<file path="src/rtl/gyro_pkg.sv">
// ---------------------------------------------------------------------------
// gyro_pkg
// Shared definitions for the SPI gyroscope reader:
//   - gyro_state_e   : transaction FSM states
//   - SPI_READ_BIT   : MSB of the command byte selects a register read
//   - SPI_FRAME_BITS : command byte plus two data bytes
//   - GYRO_ZOUT_H_ADDR : default rate register (high byte, auto-increments)
//   - read_frame()   : builds the 24-bit MOSI frame for a register read
// ---------------------------------------------------------------------------
package gyro_pkg;

    typedef enum logic [2:0] {
        ST_IDLE     = 3'd0,
        ST_CS_SETUP = 3'd1,
        ST_SHIFT    = 3'd2,
        ST_CS_HOLD  = 3'd3,
        ST_DONE     = 3'd4
    } gyro_state_e;

    localparam logic [7:0] SPI_READ_BIT     = 8'h80;
    localparam int         SPI_FRAME_BITS   = 24;
    localparam logic [6:0] GYRO_ZOUT_H_ADDR = 7'h47;

    // Command byte with the read bit set, followed by 16 idle-high bits
    // while the sensor streams the two data bytes back.
    function automatic logic [23:0] read_frame(input logic [6:0] addr);
        return {SPI_READ_BIT | {1'b0, addr}, 16'hFFFF};
    endfunction

endpackage

</file>
<file path="src/rtl/spi_sclk_gen.sv">
// ---------------------------------------------------------------------------
// spi_sclk_gen
// Mode-3 SPI clock generator for a fixed 24-bit frame.
//   clk, rst_n : system clock, asynchronous active-low reset
//   start      : one-cycle request; the next clk edge drives sclk low (bit 0)
//   run        : high while the frame is shifting; counts half periods
//   spi_sclk   : SPI clock, idles high
//   fall_stb   : high in the cycle whose closing edge drives sclk low
//   rise_stb   : high in the cycle whose closing edge drives sclk high
//   last_bit   : high in the final cycle of the last bit's high phase
// Each bit is CLK_DIV cycles low followed by CLK_DIV cycles high.
// ---------------------------------------------------------------------------
module spi_sclk_gen
    import gyro_pkg::*;
#(
    parameter int CLK_DIV = 4
) (
    input  logic clk,
    input  logic rst_n,
    input  logic start,
    input  logic run,
    output logic spi_sclk,
    output logic fall_stb,
    output logic rise_stb,
    output logic last_bit
);

    localparam int CW = (CLK_DIV > 1) ? $clog2(CLK_DIV) : 1;
    localparam int BW = $clog2(SPI_FRAME_BITS);
    localparam logic [CW-1:0] HALF_LAST = CW'(CLK_DIV - 1);
    localparam logic [BW-1:0] BIT_LAST  = BW'(SPI_FRAME_BITS - 1);

    logic          sclk_q, sclk_d;
    logic [CW-1:0] cnt_q, cnt_d;
    logic [BW-1:0] bit_q, bit_d;
    logic          half_end;

    always_comb begin
        sclk_d   = sclk_q;
        cnt_d    = cnt_q;
        bit_d    = bit_q;
        fall_stb = 1'b0;
        rise_stb = 1'b0;
        last_bit = 1'b0;
        half_end = (cnt_q == HALF_LAST);

        if (start) begin
            // First falling edge of the frame; bit 0 begins.
            fall_stb = 1'b1;
            sclk_d   = 1'b0;
            cnt_d    = '0;
            bit_d    = '0;
        end else if (run) begin
            if (!half_end) begin
                cnt_d = cnt_q + 1'b1;
            end else begin
                cnt_d = '0;
                if (!sclk_q) begin
                    rise_stb = 1'b1;
                    sclk_d   = 1'b1;
                end else if (bit_q == BIT_LAST) begin
                    // Leave sclk high; the FSM moves on to CS hold.
                    last_bit = 1'b1;
                end else begin
                    fall_stb = 1'b1;
                    sclk_d   = 1'b0;
                    bit_d    = bit_q + 1'b1;
                end
            end
        end else begin
            sclk_d = 1'b1;
            cnt_d  = '0;
            bit_d  = '0;
        end
    end

    always_ff @(posedge clk or negedge rst_n) begin
        if (!rst_n) begin
            sclk_q <= 1'b1;
            cnt_q  <= '0;
            bit_q  <= '0;
        end else begin
            sclk_q <= sclk_d;
            cnt_q  <= cnt_d;
            bit_q  <= bit_d;
        end
    end

    assign spi_sclk = sclk_q;

endmodule

</file>
<file path="src/rtl/gyro_spi_reader.sv">
// ---------------------------------------------------------------------------
// gyro_spi_reader
// Periodically reads a 16-bit angular-rate register from an SPI gyroscope
// (MPU-6000 style, mode 3) and presents it with a one-cycle strobe.
//   clk        : system clock (rising edge)
//   reset      : asynchronous, active-low reset
//   en         : sampling enable; low holds the sample timer at 0
//   spi_miso   : serial data from the sensor
//   spi_sclk   : SPI clock, idles high
//   spi_cs_n   : chip select, active low
//   spi_mosi   : serial data to the sensor
//   raw_data   : last complete sample, two's complement
//   data_valid : one-cycle pulse when raw_data updates
//   busy       : a transaction is in progress
//   overrun    : sticky, a trigger arrived while busy (cleared by reset only)
// ---------------------------------------------------------------------------
module gyro_spi_reader
    import gyro_pkg::*;
#(
    parameter int         CLK_DIV       = 4,
    parameter int         SAMPLE_PERIOD = 1000,
    parameter logic [6:0] REG_ADDR      = GYRO_ZOUT_H_ADDR
) (
    input  logic        clk,
    input  logic        reset,
    input  logic        en,
    input  logic        spi_miso,
    output logic        spi_sclk,
    output logic        spi_cs_n,
    output logic        spi_mosi,
    output logic [15:0] raw_data,
    output logic        data_valid,
    output logic        busy,
    output logic        overrun
);

    localparam int TW = (SAMPLE_PERIOD > 1) ? $clog2(SAMPLE_PERIOD) : 1;
    localparam int CW = (CLK_DIV > 1) ? $clog2(CLK_DIV) : 1;
    localparam logic [TW-1:0] TIMER_LAST = TW'(SAMPLE_PERIOD - 1);
    localparam logic [CW-1:0] HALF_LAST  = CW'(CLK_DIV - 1);

    gyro_state_e   state_q, state_d;
    logic [TW-1:0] timer_q, timer_d;
    logic [CW-1:0] ph_q, ph_d;
    logic [23:0]   sh_q, sh_d;
    logic          mosi_q, mosi_d;
    logic [15:0]   raw_q, raw_d;
    logic          overrun_q, overrun_d;

    logic trigger;
    logic sclk_start;
    logic sclk_run;
    logic fall_stb;
    logic rise_stb;
    logic last_bit;

    // ------------------------------------------------------------------
    // Sample timer: wraps at SAMPLE_PERIOD-1 and fires a trigger there.
    // ------------------------------------------------------------------
    always_comb begin
        timer_d = timer_q;
        trigger = 1'b0;
        if (!en) begin
            timer_d = '0;
        end else if (timer_q == TIMER_LAST) begin
            timer_d = '0;
            trigger = 1'b1;
        end else begin
            timer_d = timer_q + 1'b1;
        end
    end

    // ------------------------------------------------------------------
    // Transaction FSM. ph_q times the CLK_DIV-long CS setup and hold.
    // ------------------------------------------------------------------
    always_comb begin
        state_d    = state_q;
        ph_d       = ph_q;
        sclk_start = 1'b0;
        case (state_q)
            ST_IDLE: begin
                if (trigger) begin
                    state_d = ST_CS_SETUP;
                    ph_d    = '0;
                end
            end
            ST_CS_SETUP: begin
                if (ph_q == HALF_LAST) begin
                    state_d    = ST_SHIFT;
                    sclk_start = 1'b1;
                    ph_d       = '0;
                end else begin
                    ph_d = ph_q + 1'b1;
                end
            end
            ST_SHIFT: begin
                if (last_bit) begin
                    state_d = ST_CS_HOLD;
                    ph_d    = '0;
                end
            end
            ST_CS_HOLD: begin
                if (ph_q == HALF_LAST) begin
                    state_d = ST_DONE;
                end else begin
                    ph_d = ph_q + 1'b1;
                end
            end
            ST_DONE: begin
                state_d = ST_IDLE;
            end
            default: begin
                state_d = ST_IDLE;
            end
        endcase
    end

    assign sclk_run = (state_q == ST_SHIFT);

    spi_sclk_gen #(
        .CLK_DIV (CLK_DIV)
    ) u_sclk_gen (
        .clk      (clk),
        .rst_n    (reset),
        .start    (sclk_start),
        .run      (sclk_run),
        .spi_sclk (spi_sclk),
        .fall_stb (fall_stb),
        .rise_stb (rise_stb),
        .last_bit (last_bit)
    );

    // ------------------------------------------------------------------
    // One shift register serves both directions: the MSB goes out on each
    // sclk fall and MISO enters at the LSB on each sclk rise, so after 24
    // bits the low 16 bits hold the two data bytes, high byte first.
    // ------------------------------------------------------------------
    always_comb begin
        sh_d      = sh_q;
        mosi_d    = mosi_q;
        raw_d     = raw_q;
        overrun_d = overrun_q;

        if (state_q == ST_IDLE && trigger) begin
            sh_d = read_frame(REG_ADDR);
        end
        if (fall_stb) begin
            mosi_d = sh_q[23];
        end
        if (rise_stb) begin
            sh_d = {sh_q[22:0], spi_miso};
        end
        // Loaded on the edge into DONE so the new sample is visible in the
        // same cycle as data_valid; an aborted frame never gets here.
        if (state_q == ST_CS_HOLD && ph_q == HALF_LAST) begin
            raw_d = sh_q[15:0];
        end
        if (trigger && state_q != ST_IDLE) begin
            overrun_d = 1'b1;
        end
    end

    always_ff @(posedge clk or negedge reset) begin
        if (!reset) begin
            state_q   <= ST_IDLE;
            timer_q   <= '0;
            ph_q      <= '0;
            sh_q      <= '0;
            mosi_q    <= 1'b1;
            raw_q     <= '0;
            overrun_q <= 1'b0;
        end else begin
            state_q   <= state_d;
            timer_q   <= timer_d;
            ph_q      <= ph_d;
            sh_q      <= sh_d;
            mosi_q    <= mosi_d;
            raw_q     <= raw_d;
            overrun_q <= overrun_d;
        end
    end

    // Decoded straight from the state register so an asynchronous reset
    // releases chip select in the same instant.
    assign spi_cs_n   = !(state_q == ST_CS_SETUP || state_q == ST_SHIFT ||
                          state_q == ST_CS_HOLD);
    assign spi_mosi   = mosi_q;
    assign raw_data   = raw_q;
    assign data_valid = (state_q == ST_DONE);
    assign busy       = (state_q != ST_IDLE);
    assign overrun    = overrun_q;

endmodule

</file>
<file path="config.mk">
export PLATFORM = sky130hd
export DESIGN_NAME = gyro_spi_reader
export DESIGN_NICKNAME = d
export VERILOG_FILES = /design/src/rtl/gyro_pkg.sv /design/src/rtl/spi_sclk_gen.sv /design/src/rtl/gyro_spi_reader.sv
export SDC_FILE = /design/constraint.sdc
export NUM_CORES = 1
export LEC_CHECK = 0
export ABC_AREA = 1
export BUFFER_PORTS_ARGS = -buffer_cell sky130_fd_sc_hd__buf_2
export CAP_MARGIN = 15
export CORE_ASPECT_RATIO = 0.5
export CORE_UTILIZATION = 44
export CTS_BUF_LIST = sky130_fd_sc_hd__clkbuf_8
export DETAILED_ROUTE_END_ITERATION = 8
export GPL_TIMING_DRIVEN = 0
export SLEW_MARGIN = 20
export SYNTH_ARGS = -nofsm -noshare
export SYNTH_HDL_FRONTEND = slang
export SYNTH_SLANG_ARGS = --single-unit
export TNS_END_PERCENT = 20
</file>
<file path="constraint.sdc">
create_clock -name clk -period 3 [get_ports clk]
set_input_delay 0.3 -clock clk [delete_from_list [all_inputs] [get_ports clk]]
set_output_delay 0.3 -clock clk [all_outputs]
set_load 0.03 [all_outputs]
</file>
# Yosys cells after proc, flatten, opt, wreduce, memory -nomap -nowiden
# Cells that the tools add are included.
dict set report totals {
  ff_bits 65
  in_bits 4
  out_inout_bits 22
  elab_cells 87
}
dict set report op_classes {
  n_addsub 4
  n_eq_ne 16
  n_mux 44
  reduce_logical 13
}
# op n
set op_table {}
lappend op_table {{$mux W24} 2}
lappend op_table {{$mux W5} 5}
lappend op_table {{$mux W1} 22}
lappend op_table {{$mux W10} 2}
lappend op_table {{$mux W2} 7}
lappend op_table {{$mux W3} 4}
lappend op_table {{$pmux W3 S4} 1}
lappend op_table {{$add A10 B1 Y10 const B} 1}
lappend op_table {{$eq A10 B10 Y1 const B} 1}
lappend op_table {{$ne A2 B2 Y1 const B} 4}
lappend op_table {{$pmux W2 S4} 1}
lappend op_table {{$reduce_and A4 Y1} 2}
lappend op_table {{$eq A3 B2 Y1 const B} 2}
lappend op_table {{$ne A3 B2 Y1 const B} 2}
lappend op_table {{$add A5 B1 Y5 const B} 1}
lappend op_table {{$eq A5 B5 Y1 const B} 1}
lappend op_table {{$add A2 B1 Y2 const B} 2}
lappend op_table {{$eq A2 B2 Y1 const B} 2}
lappend op_table {{$reduce_bool A4 Y1} 1}
lappend op_table {{$eq A3 B1 Y1 const B} 1}
lappend op_table {{$eq A3 B3 Y1 const B} 1}
lappend op_table {{$logic_and A1 B1 Y1} 3}
lappend op_table {{$logic_not A3 Y1} 1}
lappend op_table {{$ne A3 B3 Y1 const B} 1}
lappend op_table {{other kinds (6)} 7}

# Logic depth before layout (Yosys ltp)
# Gate-level depths: netlist of run 1.
dict set report logic_depth {
  ltp_word 8
  ltp_mapped 8
  mapped_depth_nobuf 8
}

# Hierarchy
# A second synthesis of run 1 with hierarchy kept.
dict set report unflattened {
  cells_unflattened 367
  area_unflattened_um2 3100.5
}
# module instances cells_per_inst area_each_um2 seq_area_each_um2
set modules_own_cells {}
lappend modules_own_cells {gyro_spi_reader 1 310 2618.8 1427.6}
lappend modules_own_cells {spi_sclk_gen 1 57 481.7 201.4}

# Least setup slack after synthesis of run 1
# OpenSTA, ideal clock, no wires.
dict set report synth_timing {
  path_type {register to register}
  startpoint {register timer_q[0]}
  endpoint {register sh_q[16]}
  arrival_ps 1286
  required_time_ps 2883
  path_slack_ps 1597
  stages_incl_launch_ff 9
  n_path_buf 1
  synth_period_minus_slack_ps 1403
  path_cell_list {dfrtp_1 ha_1 nand2_1 nor2_1 nand4_1 buf_2 nand2_2 nor2_1 nor2_1}
}
dict set report synth_via {
  elab_chain_cells 5
}
# element line
set synth_rtl {}
lappend synth_rtl {{start: declaration} gyro_spi_reader.sv:43} ;# logic [TW-1:0] timer_q, timer_d;
lappend synth_rtl {{start signal: assignment} gyro_spi_reader.sv:174} ;# timer_q <= timer_d;
lappend synth_rtl {{$eq A10 B10 Y1} gyro_spi_reader.sv:65} ;# end else if (timer_q == TIMER_LAST) begin
lappend synth_rtl {{$mux W1} gyro_spi_reader.sv:65}
lappend synth_rtl {{$mux W1} gyro_spi_reader.sv:63} ;# if (!en) begin
lappend synth_rtl {{$logic_and A1 B1 Y1} gyro_spi_reader.sv:144} ;# if (state_q == ST_IDLE && trigger) begin
lappend synth_rtl {{$reduce_bool A2 Y1 (no line)} n/a}
lappend synth_rtl {{end signal: assignment} gyro_spi_reader.sv:168} ;# sh_q <= '0;
lappend synth_rtl {{end signal: assignment} gyro_spi_reader.sv:176} ;# sh_q <= sh_d;
lappend synth_rtl {{end: declaration} gyro_spi_reader.sv:45} ;# logic [23:0] sh_q, sh_d;
# No other way between the ends.
# A chain may end at the register's enable or synchronous reset.

# Worst setup path after layout of run 1
dict set report layout_timing {
  startpoint {register timer_q[0]}
  endpoint {register sh_q[17]}
}
# Same word-level chain as after synthesis.

==> run_results.csv, run 1 <==
group,metric,value,unit
synthesis,yosysTopAreaCellShare,0.562,
setup_path,crit_arrival,1990,ps
cts,cts_htree_levels,3,
setup_path,critical_path.endpoint_type,"register",
outcome,outcome,"completed",
route,wl_per_cell,12.4,µm
global_routing,grtUsageTotal,0.185,
floorplan,rows,20,
synthesis,synth_area_leaders,"dfrtp_1 56%, nor2_1 7.0%, nand2_1 6.8%, inv_1 4.5%, a31oi_1 3.8%",
timing,period_share,0.578,
min_path,hp-class,"in2reg",
finish,nNetsFinal,354,
setup_path,path_cells,"ha_1 -> nand2_1 -> nor2_1 -> nand4_1 -> buf_2 -> nand2_2 -> nor2_1 -> nor2_1",
floorplan,ios,26,
setup_path,rr_worst_depth,8,
route,first_pass_iters,4,
setup_path,reg2reg_from,"timer_q[0]",
finish,syn2layout_area_growth,17.9,%
global_routing,grt_pass1_vias,2082,
placement,place.port_buffers,25,
cts,cts_setup_buffers,0,
flow_run,drv_cap,0,
timing,setup-violations-final,0,
synthesis,yosys_warnings,0,
timing,rsz0062_at_grt,"no",
floorplan,coreArea,6110,µm²
route,drt-initial-drc-count,106,
synthesis,ys.flop_type,"dfrtp_1",
floorplan,die_w,115,µm
finish,drive_gt1_frac,0.182,
setup_path,crit_start,"timer_q[0]",
global_routing,antenna_found_initial,0,
placement,preCtsSetupSlack,1290,ps
synthesis,async_reset_ff_frac,1.00,
global_routing,grt_remaining_overflow,0,
global_routing,grt_max_degree,56,
timing,worstMarginPinSlew,399,ps
setup_path,endpoint,"sh_q[17]",
cts,clk_pin_slew,70,ps
route,postRouteAntennaNets,0,
timing,finalWorstSetupSlack,1270,ps
floorplan,start_util,0.459,
cts,cts_buffer_depth,2,
cts,cts.sinks,65,
synthesis,synth_nets,316,
floorplan,die_h,58.5,µm
cts,ctsResizeCount,0,
timing,slew_viol_final,0,
cts,cts_tree,"yes",
global_routing,grt_pass1_wl,9.44,mm
synthesis,synth_top_cell_by_area,"dfrtp_1",
timing,fmax,577,MHz
finish,n_antenna_cell,0,
timing,finalSetupTns,0,ps
setup_path,timing_worst_setup_path_type,"reg2reg",
synthesis,syn_area,2810,µm²
setup_path,critical-path-top-cell-by-count,"nor2_1",
cts,cts_buffers,9,
setup_path,crit_path_top_delay_cell,"dfrtp_1",
synthesis,syn_inst,308,
setup_path,worstPathRequired,3260,ps
synthesis,synth_edf_count,0,
route,vias,2182,
route,wirelength,5.46,mm
setup_path,cp-start-kind,"register",
setup_path,max_stage_delay,430,ps
setup_path,rrSetupSlack,1270,ps
route,viasPerCell,4.97,
placement,dp_hpwl,3.78,mm
synthesis,post_synth.cell_area_avg,9.11,µm²
synthesis,yosysSeqAreaShare,0.581,
synthesis,synth_common_cells,"63 x dfrtp_1, 52 x nor2_1, 51 x nand2_1",
floorplan,dieArea,6720,µm²
power_and_ir_drop,peakVddDrop,0.289,mV
synthesis,synth_cell_type_count,29,
power_and_ir_drop,p_per_area,534,nW/µm²
timing,finClkSkew,11.5,ps
timing,period_needed,1730,ps
timing,hold_violations,0,
synthesis,synth.most_common_cell,"dfrtp_1",
power_and_ir_drop,power_leakage,1.63,nW
cts,clock_latency,340,ps
synthesis,synth-seq-cells,65,
setup_path,critPathMaxFanout,10,
route,drc_errors,0,
placement,gp_congestion,0.800,
setup_path,r2r_end,"sh_q[17]",
timing,maxSlewHeadroom,0.734,
cts,root_buffer,"clkbuf_8",
## cells in the final DEF (no fill, tap or decap), types with 2 or more instances in the layout
master / synthesis / routed
nand2_1: 51 / 51
nand3_1: 14 / 14
buf_2: 7 / 31
a31oi_1: 17 / 17
o21ai_0: 3 / 3
clkbuf_8: 0 / 10
a21oi_1: 4 / 4
o22ai_1: 2 / 2
bufinv_16: 0 / 2
inv_2: 4 / 4
ha_1: 4 / 4
nor2_2: 3 / 3
xor2_1: 5 / 5
nor2_1: 52 / 52
dfrtp_1: 63 / 63
o21ai_1: 20 / 20
nand4_1: 7 / 7
inv_1: 34 / 34
nor3_1: 5 / 5
dfstp_2: 2 / 2
## metal layers
layer | global-route usage | vias up | wire length (µm)
met5 | 0 | - | 0
met4 | 0.0612 | 0 | 45
met3 | 0.0577 | 4 | 221
met2 | 0.295 | 35 | 2450
met1 | 0.245 | 1060 | 2740
li1 | - | 1083 | -
## final cells by class
cell class                      instances  area, µm²
Buffer                                  9       43.8
Clock buffer                           10        138
Clock inverter                          6       90.1
Fill cell                             593       2800
Inverter                               38        143
Multi-Input combinational cell        196        990
Sequential cell                        65       1630
Tap cell                               88        110
Timing Repair Buffer                   27        165
## stage by stage
stage	power [mW]	cell area (µm²)	hold WS, ps	cells	util
6_report	1.77	3310	209	439	0.542
5_1_grt	1.83	3310	191	439	0.542
4_1_cts	1.79	3310	191	439	0.542
3_5_place_dp	0.946	3070	158	422	0.503
3_3_place_gp	0.939	3040	422	421	0.498
2_1_floorplan	0.917	2810	4.41	308	-
## power breakdown
group	switching (mW)	internal, mW
logic	0.0270	0.0118
registers	0.00533	0.884
clock network	0.344	0.493
total	0.377	1.39
## kinds of logic (layout without fill, tap and decap cells)
kind of cell               count (synthesis)  after routing  synth area share
xor gates and xnor gates                   6              6            0.0187
adders and majority gates                  4              4            0.0178
DFF                                       65             65             0.581
AOI/OAI and AO/OA                         47             47            0.0932
and+or+nand+nor                          139            139             0.223
buffers and inverters                     47             90            0.0665
## state kept, by name, summed over array words and instances, names as in the netlist
name,count
overrun,1
ph_q,2
raw_data,16
sh_q,24
spi_mosi,1
state_q,3
timer_q,10
u_sclk_gen.bit_q,5
u_sclk_gen.cnt_q,2
u_sclk_gen.spi_sclk,1
## worst min path at each step
stage,from,end,slack [ps],depth (start not counted)
finish,en,timer_q[2],210,3
global route,en,timer_q[2],190,3
CTS,en,timer_q[2],190,3
detailed placement,reset,state_q[0],160,1
global placement,u_sclk_gen.cnt_q[0],u_sclk_gen.cnt_q[0],420,1
floorplan,reset,overrun,4,0
## worst max-delay path: cells and delay by family (launching register included)
kind / cells / cell delay, ps
and+or+nand+nor: 6 / 800
DFF: 1 / 430
buffers and inverters: 1 / 240
adders and majority gates: 1 / 190
## repair_timing
item | 4_1_cts | 5_1_grt
hold buffers | 1 | 0
hold endpoints to repair | 10 | 0
endpoints found under the setup margin | 0 | 0
(Power assumes the default switching activity.)
==> run 2, diff against run 1 <==
- ABC_AREA: 1 -> 0
- clock period: 3 -> 1.5 ns (I/O delays scaled with it)
==> run 2 against run 1 <==
Fmax rose by 10%; non-clock buffer count rose by 18; global-route usage rose by 0.16 points; cell count fell by 11%; the run now ends with setup timing left; setup slack got worse by 1300 ps; largest cell class unchanged; power rose by 84%.
==> run_results.csv, run 2 <==
group,metric,value,unit
floorplan,rows,19,
timing,hold_violations,0,
setup_path,r2r_end,"spi_mosi",
synthesis,synth_area_leaders,"dfrtp_1 58%, nand2_1 8.0%, o22a_2 4.4%, o22a_1 2.9%, dfstp_2 1.9%",
route,wirelength,5.32,mm
finish,layout_common_cells,"63 x dfrtp_1, 58 x nand2_1, 23 x buf_2",
timing,setup-violations-final,28,
min_path,min_delay_worst_endpoint,"sh_q[0]",
synthesis,synth_nets,254,
global_routing,grt_pass1_vias,2015,
power_and_ir_drop,p_clk_frac,0.424,
placement,place.port_buffers,25,
power_and_ir_drop,power.internal,2.46,mW
route,dr_wl_met3,146,µm
route,vias,1994,
cts,cts.sinks,65,
route,drt-initial-drc-count,78,
min_path,worstHoldStart,"spi_miso",
synthesis,synth_cell_type_count,37,
outcome,violations,"setup timing",
power_and_ir_drop,p_sw,0.780,mW
finish,seqCellArea,1630,µm²
route,postRouteAntennaNets,0,
finish,fillers,483,
placement,gp_congestion,0.707,
synthesis,synth_common_cells,"63 x dfrtp_1, 58 x nand2_1, 12 x nor2_1, 12 x o22a_2, 9 x o22a_1",
synthesis,post_synth.cell_area_avg,11.1,µm²
power_and_ir_drop,switching_share,0.241,
power_and_ir_drop,peakVddDrop,0.439,mV
outcome,outcome,"finished, violations left",
global_routing,grt_pass1_wl,9.34,mm
timing,finClkSkew,9.90,ps
global_routing,antenna_found_initial,0,
min_path,hp-class,"in2reg",
global_routing,grt_max_degree,49,
finish,multi_input_area,1140,µm²
finish,layout_commonest_cell,"dfrtp_1",
setup_path,critPathBufInv,0,
placement,post_dp_cell_area,3000,µm²
setup_path,crit_path_top_delay_cell,"dfrtp_1",
setup_path,timing_worst_setup_path_type,"reg2reg",
timing,worstMarginPinSlew,522,ps
cts,root_buffer,"clkbuf_8",
setup_path,reg2reg_from,"u_sclk_gen.bit_q[0]",
cts,clk_pin_slew,80,ps
timing,maxSlewHeadroom,0.651,
synthesis,synth_top_cell_by_area,"dfrtp_1",
route,first_pass_iters,4,
route,drc_errors,0,
setup_path,crit_arrival,1830,ps
route,wl_met2,2.52,mm
finish,syn2layout_area_growth,27.7,%
global_routing,grt_remaining_overflow,0,
synthesis,synth_edf_count,0,
global_routing,grtUsageTotal,0.187,
setup_path,critPathMaxFanout,4,
floorplan,start_util,0.477,
min_path,holdPathStages,2,
timing,rsz0062_at_grt,"yes",
cts,clock_latency,340,ps
finish,stdcell_area,3490,µm²
cts,cts_tree,"yes",
finish,largest_reg_flops,24,
setup_path,path_cells,"ha_2 -> nand4b_1 -> nor2b_4 -> a21oi_2 -> mux2_4",
power_and_ir_drop,p_per_area,929,nW/µm²
synthesis,synth.most_common_cell,"dfrtp_1",
setup_path,rr_worst_depth,5,
synthesis,syn_area,2730,µm²
setup_path,worstPathRequired,1760,ps
synthesis,ys.flop_type,"dfrtp_1",
synthesis,syn_inst,246,
cts,cts_htree_levels,3,
timing,fmax,635,MHz
setup_path,cpLargestDelayFamily,"simple AND/OR/NAND/NOR gates",
setup_path,max_stage_delay,390,ps
timing,period_share,1.05,
synthesis,synth-seq-cells,65,
floorplan,coreArea,5730,µm²
placement,dp_hpwl,3.33,mm
finish,drive_gt1_frac,0.340,
finish,nNetsFinal,309,
floorplan,die_w,113,µm
setup_path,rrSetupSlack,-80,ps
route,wl_per_cell,13.6,µm
floorplan,ios,26,
setup_path,cp-start-kind,"register",
setup_path,critical_path.endpoint_type,"register",
synthesis,yosysSeqAreaShare,0.596,
timing,hold_ws,54.6,ps
power_and_ir_drop,seqPwrFrac,0.549,
synthesis,yosys_warnings,0,
route,wl_met1,2.59,mm
synthesis,yosysTopAreaCellShare,0.577,
power_and_ir_drop,power_leakage,1.71,nW
finish,regMostFlops,"sh_q",
cts,cts_buffers,9,
route,viasPerCell,5.11,
finish,n_antenna_cell,0,
flow_run,drv_cap,0,
synthesis,async_reset_ff_frac,1.00,
timing,finalWorstSetupSlack,-75.6,ps
floorplan,die_h,57.7,µm
floorplan,dieArea,6550,µm²
route,top_layer_used,"met4",
timing,slew_viol_final,0,
timing,period_needed,1580,ps
cts,cts_buffer_depth,2,
power_and_ir_drop,combPwrFrac,0.027,
-- run 2: changes by cell type in the layout (fill, tap and decap cells not counted), moves of 6 or more --
cell,previous run,this run
nand2_1,51,58
o22a_2,0,12
nand3_1,14,5
buf_6,0,8
buf_2,31,23
nor2_1,52,12
inv_1,34,4
a31oi_1,17,0
o21ai_1,20,0
nand3b_1,0,6
buf_4,1,18
o22a_1,0,9
-- run 2: worst max path at each step --
stage,startpoint,cells after the start,to
final,u_sclk_gen.bit_q[0],5,spi_mosi
after global placement,state_q[2],6,raw_data[8]
after global routing,timer_q[1],6,ph_q[0]
after CTS,state_q[1],7,sh_q[19]
after floorplan,state_q[1],7,sh_q[0]
after detailed placement,state_q[0],5,sh_q[14]
-- run 2: repair_timing --
item / 4_1_cts / 5_1_grt
buffers inserted: 14 / 3
hold buffers: 1 / 0
pin swaps: 31 / 10
gates resized for setup: 41 / 11
setup endpoints to repair: 59 / 48
hold endpoints to repair: 42 / 0
gates cloned: 2 / 0
-- run 2: final cells by class --
cell class                      count  area share
Clock buffer                       10      0.0395
Buffer                              8      0.0215
Tap cell                           84      0.0301
Clock inverter                      6      0.0143
Multi-Input combinational cell    165       0.326
Inverter                            6     0.00681
Sequential cell                    65       0.467
Timing Repair Buffer               46      0.0951
-- run 2: routing by layer --
| metal | up-vias | global-route usage |
|---|---|---|
| li1 | 959 | - |
| met1 | 1011 | 0.244 |
| met2 | 20 | 0.305 |
| met3 | 4 | 0.0565 |
| met4 | 0 | 0.0620 |
| met5 | - | 0 |
-- run 2: cell families after synthesis --
kind of cell,Yosys count,share of synthesized area
multiplexers,3,0.0115
buffers and inverters,16,0.0321
flip-flops,65,0.596
adder cells (fa/ha/maj),4,0.0183
AO/OA/AOI/OAI,43,0.127
AND/OR/NAND/NOR,105,0.182
XOR/XNOR,10,0.0321
-- run 2: worst reg2reg max path, stage by stage, from the launching register on --
cell and delay [ps]:
dfrtp_1 390, ha_2 220, nand4b_1 200, nor2b_4 210, a21oi_2 170, mux2_4 310
-- run 2: per-stage QoR --
step	cells	setup TNS (ps)	total power [mW]	worst slack (ps)	util
2_1_floorplan	246	-2500	1.83	-110	-
3_3_place_gp	355	-15140	1.88	-404	0.518
3_5_place_dp	356	-17260	1.89	-456	0.523
4_1_cts	389	-2670	3.28	-133	0.605
5_1_grt	390	-3720	3.37	-174	0.609
6_report	390	-1300	3.24	-75.6	0.609
-- run 2: power groups by stage --
stage / clock, mW / sequential, mW / combinational (mW)
2_1_floorplan: 0 / 1.81 / 0.0223
3_3_place_gp: 0 / 1.81 / 0.0652
3_5_place_dp: 0 / 1.81 / 0.0771
4_1_cts: 1.41 / 1.78 / 0.0883
5_1_grt: 1.49 / 1.78 / 0.102
6_report: 1.37 / 1.78 / 0.0864
